File: src/rtl/irq_arbiter.sv
// irq_arbiter: interrupt pending/mask/priority logic with a single
// outstanding request toward pipeline control and a memory-mapped
// register block (PEND, MASK, CTRL, CAUSE).
// Optional feature macro: IRQ_ROUND_ROBIN_EN selects round-robin
// arbitration instead of fixed lowest-index priority.
module irq_arbiter #(
    parameter int          N_SRC     = 4,
    parameter logic [31:0] ADDR_BASE = 32'h4000_0030
) (
    input  logic             clk,
    input  logic             reset,
    input  logic [N_SRC-1:0] src_irq,
    output logic             irq_req,
    input  logic             irq_ack,
    input  logic             irq_ret,
    output logic [2:0]       irq_cause,
    input  logic             rd,
    input  logic             wr,
    input  logic [31:0]      addr,
    input  logic [31:0]      wdata,
    output logic [31:0]      rdata
);

    typedef enum logic [1:0] {S_IDLE, S_REQ, S_SERVICE} state_t;

    state_t           r_state;
    state_t           w_state_nxt;
    logic [N_SRC-1:0] r_pend;
    logic [N_SRC-1:0] r_mask;
    logic             r_gie;
    logic [N_SRC-1:0] r_src_prev;
    logic [2:0]       r_cause;

    logic [31:0]      w_off;
    logic             w_hit;
    logic [1:0]       w_sel;
    logic             w_wr_pend;
    logic             w_wr_mask;
    logic             w_wr_ctrl;
    logic [N_SRC-1:0] w_set;
    logic [N_SRC-1:0] w_w1c;
    logic [N_SRC-1:0] w_cause_oh;
    logic             w_ack;
    logic [N_SRC-1:0] w_pend_nxt;
    logic [N_SRC-1:0] w_mask_nxt;
    logic             w_gie_nxt;
    logic [N_SRC-1:0] w_elig;
    logic [2:0]       w_winner;
    logic             w_grant;
    logic             w_unused;

    // Only the low data bits land in registers; the rest are don't-care.
    assign w_unused = ^wdata[31:N_SRC];

    // Bus decode: four word registers starting at ADDR_BASE.
    assign w_off     = addr - ADDR_BASE;
    assign w_hit     = (w_off < 32'd16);
    assign w_sel     = w_off[3:2];
    assign w_wr_pend = wr && w_hit && (w_sel == 2'd0);
    assign w_wr_mask = wr && w_hit && (w_sel == 2'd1);
    assign w_wr_ctrl = wr && w_hit && (w_sel == 2'd2);

    // Pending update: new edges always win over software or ack clears.
    assign w_set      = src_irq & ~r_src_prev;
    assign w_w1c      = w_wr_pend ? wdata[N_SRC-1:0] : '0;
    assign w_cause_oh = N_SRC'(1) << r_cause;
    assign w_ack      = (r_state == S_REQ) && irq_ack;
    assign w_pend_nxt = (r_pend & ~w_w1c & ~(w_ack ? w_cause_oh : '0)) | w_set;
    assign w_mask_nxt = w_wr_mask ? wdata[N_SRC-1:0] : r_mask;
    assign w_gie_nxt  = w_wr_ctrl ? wdata[0] : r_gie;
    assign w_elig     = r_pend & r_mask & {N_SRC{r_gie}};

    assign irq_req   = (r_state == S_REQ);
    assign irq_cause = r_cause;

`ifdef IRQ_ROUND_ROBIN_EN
    logic [2:0] r_last;

    // First eligible index strictly after the last serviced one, wrapping.
    function automatic logic [2:0] f_pick(input logic [N_SRC-1:0] e, input logic [2:0] last);
        logic [2:0] w;
        logic       found;
        int         idx;
        w     = 3'd0;
        found = 1'b0;
        for (int k = 1; k <= N_SRC; k++) begin
            idx = (int'(last) + k) % N_SRC;
            if (!found && (|(e & (N_SRC'(1) << idx)))) begin
                w     = 3'(idx);
                found = 1'b1;
            end
        end
        return w;
    endfunction

    assign w_winner = f_pick(w_elig, r_last);

    // Last-serviced pointer advances when a request is acknowledged.
    always_ff @(posedge clk) begin
        if (reset)      r_last <= 3'(N_SRC - 1);
        else if (w_ack) r_last <= r_cause;
    end
`else
    // Fixed priority: lowest eligible index wins.
    function automatic logic [2:0] f_pick(input logic [N_SRC-1:0] e);
        logic [2:0] w;
        w = 3'd0;
        for (int i = N_SRC - 1; i >= 0; i--) begin
            if (|(e & (N_SRC'(1) << i))) w = 3'(i);
        end
        return w;
    endfunction

    assign w_winner = f_pick(w_elig);
`endif

    // Next-state logic; withdraw looks at the post-write register values
    // so the request drops on the edge where the clearing write lands.
    always_comb begin
        w_state_nxt = r_state;
        w_grant     = 1'b0;
        case (r_state)
            S_IDLE: begin
                if (|w_elig) begin
                    w_grant     = 1'b1;
                    w_state_nxt = S_REQ;
                end
            end
            S_REQ: begin
                if (w_ack)
                    w_state_nxt = S_SERVICE;
                else if (!(|(w_pend_nxt & w_cause_oh)) || !(|(w_mask_nxt & w_cause_oh)) || !w_gie_nxt)
                    w_state_nxt = S_IDLE;
            end
            S_SERVICE: begin
                if (irq_ret) w_state_nxt = S_IDLE;
            end
            default: w_state_nxt = S_IDLE;
        endcase
    end

    // State register and the winner latched on grant.
    always_ff @(posedge clk) begin
        if (reset) begin
            r_state <= S_IDLE;
            r_cause <= 3'd0;
        end else begin
            r_state <= w_state_nxt;
            if (w_grant) r_cause <= w_winner;
        end
    end

    // Source edge history and software-visible registers.
    always_ff @(posedge clk) begin
        if (reset) begin
            r_src_prev <= '0;
            r_pend     <= '0;
            r_mask     <= '0;
            r_gie      <= 1'b0;
        end else begin
            r_src_prev <= src_irq;
            r_pend     <= w_pend_nxt;
            r_mask     <= w_mask_nxt;
            r_gie      <= w_gie_nxt;
        end
    end

    // Combinational read mux; unmapped bits and idle bus read as zero.
    always_comb begin
        rdata = 32'd0;
        if (rd && w_hit) begin
            case (w_sel)
                2'd0: rdata = 32'(r_pend);
                2'd1: rdata = 32'(r_mask);
                2'd2: rdata = {30'd0, (r_state != S_IDLE), r_gie};
                2'd3: rdata = {(r_state == S_SERVICE), 28'd0, r_cause};
                default: rdata = 32'd0;
            endcase
        end
    end

endmodule

File: config.mk
export PLATFORM = sky130hd
export DESIGN_NAME = irq_arbiter
export DESIGN_NICKNAME = d
export VERILOG_FILES = /design/src/rtl/irq_arbiter.sv
export SDC_FILE = /design/constraint.sdc
export NUM_CORES = 1
export LEC_CHECK = 0
export BUFFER_PORTS_ARGS = -buffer_cell sky130_fd_sc_hd__buf_4
export CAP_MARGIN = 20
export CELL_PAD_IN_SITES_DETAIL_PLACEMENT = 0
export CELL_PAD_IN_SITES_GLOBAL_PLACEMENT = 1
export CORE_ASPECT_RATIO = 1.75
export CORE_UTILIZATION = 26
export CTS_CLUSTER_DIAMETER = 150
export DETAILED_ROUTE_END_ITERATION = 8
export PLACE_DENSITY = 0.85
export SLEW_MARGIN = 20
export SYNTH_ARGS = -nofsm -noshare
export SYNTH_HDL_FRONTEND = slang
export SYNTH_SLANG_ARGS = --single-unit
File: constraint.sdc
create_clock -name clk -period 2 [get_ports clk]
set_input_delay 0.2 -clock clk [delete_from_list [all_inputs] [get_ports clk]]
set_output_delay 0.2 -clock clk [all_outputs]
set_load 0.005 [all_outputs]
==> flow_summary.toml <==
[drt]
ant_nets = 0
vias_per_cell = 4.80
first_iter_violations = 15
drc = 0
dr.pass1.iters = 4
vias = 1267
finalWirelength_um = 3300
wl_per_cell_um = 12.5

[clock_tree]
cts_max_level = 1
postCtsSetupBuffers = 0
postCtsHoldBufs = 0
cts_resized = 0
cts_tree = "built"
clock_sinks = 17
numCtsBuffers = 3
clk_transition_reported_paths_ns = 0.07
clk_path_buf_depth = 2
clock_latency_ns = 0.26
root_buffer = "clkbuf_8"

[floorplan]
start_util_pct = 27.2
rows = 34
die_y_um = 97.5
io_pins = 110
design.die.area_um2 = 5520
core_um2 = 4980
die_x_um = 56.6

[power]
p_int_uw = 571
p_clk_share_pct = 34.5
power_switching_share_pct = 25.5
p_seq_share_pct = 46.6
powerDensity_nw_per_um2 = 442
leakagePower_nw = 0.762
peakVddDrop_mv = 0.329
combPwrFrac_pct = 18.9
p_switching_uw = 195

[cells_and_area]
drive_gt1_share_pct = 35.7
syn2layout_area_growth_pct = 28.0
final_cell_mix = "buf_4 (55), conb_1 (28), dfxtp_1 (17)"
layout_commonest_cell = "buf_4"
nNetsFinal = 285
n_antenna_cell = 0
finalNonFillerCells = 264

[logic_synthesis]
synth_edf_count = 0
yosys_most_used_dff = "dfxtp_1"
synth-warning-count = 0
synth_async_sr_flop_share_pct = 0
avgSynthCellArea_um2 = 8.53
synth_cell_types = 41
synthCells = 159
ys_seq_elements = 17
ys_seq_area_share_pct = 25.1
syn-cell-area_um2 = 1360

[timing]
report.final.hold_viol_count = 0
clock_skew_ns = 0.00266
min_period_ns = 1.75
fin_setup_tns_ns = 0
rsz0062_at_grt = "false"
final-setup-viol-count = 0
max_freq_mhz = 572
period_share_pct = 87.3
slew_violations = 0

[placed_design]
dpl.hpwl_um = 2720
io_buffers = 51
dp_cells = 260
gp_congestion = 0.845

[setup_path]
startpoint_type = "input port"
worst-setup-path-type = "input port to register"
cp-end-kind = "register"
worstPathArrival_ns = 1.89
path_max_fanout = 3
required_ns = 2.15
reg2reg_depth = 4

[grt]
grtUsageTotal_pct = 12.4
grt_pass1_vias = 1254
grt_max_degree = 19
grt_overflow = 0
grt_pass1_wl_um = 5360
antenna_found_initial = 0

[outcome]
status = "complete, no violations"

[min_path]
holdPathStages = 2
hold_class = "input port to register"

[job]
cap_violations = 0
## power by group through the flow
stage	Clock, mW	Combinational (mW)	Sequential, mW
global route	0.279	0.161	0.358
floorplan	0	0.104	0.362
finish	0.264	0.145	0.357
CTS	0.269	0.147	0.357
detailed placement	0	0.147	0.365
global placement	0	0.144	0.365
## path summary, 6_finish.rpt
check | from | to | slack, ns
setup / recovery | addr[11] | r_state[0] | 0.25
hold / removal | src_irq[0] | r_src_prev[0] | 0.16
setup reg to reg | irq_cause[0] | r_state[0] | 0.30
hold reg to reg | r_src_prev[2] | r_pend[2] | 0.51
## per-layer routing
metal | global-route usage, % | part of all wire (%)
met5 | 0 | 0
met4 | 6.75 | 3.7
met3 | 2.93 | 8.3
met2 | 24.8 | 57
met1 | 10.6 | 31
## worst max-delay path: stages
cell and delay [ns]:
buf_4 0.11, nor4_2 0.27, nand4_1 0.19, or4_1 0.66, mux2_4 0.35, nor2_4 0.08
a211oi_2 0.04
## logic make-up (layout without fill, tap and decap cells)
kind of cell | Yosys count | in the layout | synth area share (%)
mux | 14 | 14 | 15.4
buf+inv | 36 | 60 | 19.0
compound gates | 28 | 28 | 13.7
simple gates | 63 | 63 | 26.6
other cells | 1 | 28 | 0.276
flops | 17 | 17 | 25.1
## Yosys cell counts (2+ instances only)
master / instances / area [um2]
nor4_2: 3 / 37.5
a21boi_0: 2 / 15.0
a21oi_1: 9 / 45.0
nor3b_1: 2 / 15.0
nand2_1: 12 / 45.0
nor2b_1: 5 / 31.3
a211oi_1: 4 / 30.0
nor2_1: 14 / 52.6
clkbuf_1: 4 / 15.0
dfxtp_1: 17 / 340
mux4_2: 5 / 113
nor4_1: 3 / 18.8
buf_4: 28 / 210
mux2i_1: 7 / 70.1
nand3_1: 3 / 15.0
a21o_1: 4 / 30.0
nor3_1: 4 / 20.0
nand2b_1: 7 / 43.8
o21ai_0: 4 / 20.0
## area by class of cell
class / count / area, um2
Clock buffer: 3 / 41.3
Clock inverter: 1 / 5.00
Fill cell: 535 / 3240
Inverter: 1 / 3.75
Multi-Input combinational cell: 133 / 865
Sequential cell: 17 / 340
Tap cell: 54 / 67.6
Timing Repair Buffer: 55 / 413
## state kept, by name (all words and copies together) (netlist names)
register and cells:
irq_cause 2, r_gie 1, r_state 2, r_src_prev 4, r_mask 4, r_pend 4
## metrics by stage
step / instance area, um2 / util (%) / hold WS [ns] / setup slack (ns) / power, mW
after floorplan: 1460 / - / 0.328 / 0.192 / 0.466
after global placement: 1680 / 33.8 / 0.429 / 0.0262 / 0.509
after detailed placement: 1680 / 33.8 / 0.432 / 0.00387 / 0.512
after CTS: 1730 / 34.8 / 0.166 / 0.166 / 0.773
after global routing: 1740 / 34.9 / 0.175 / 0.100 / 0.799
final: 1740 / 34.9 / 0.164 / 0.253 / 0.767
No activity file was read; power rests on OpenSTA's default activity.
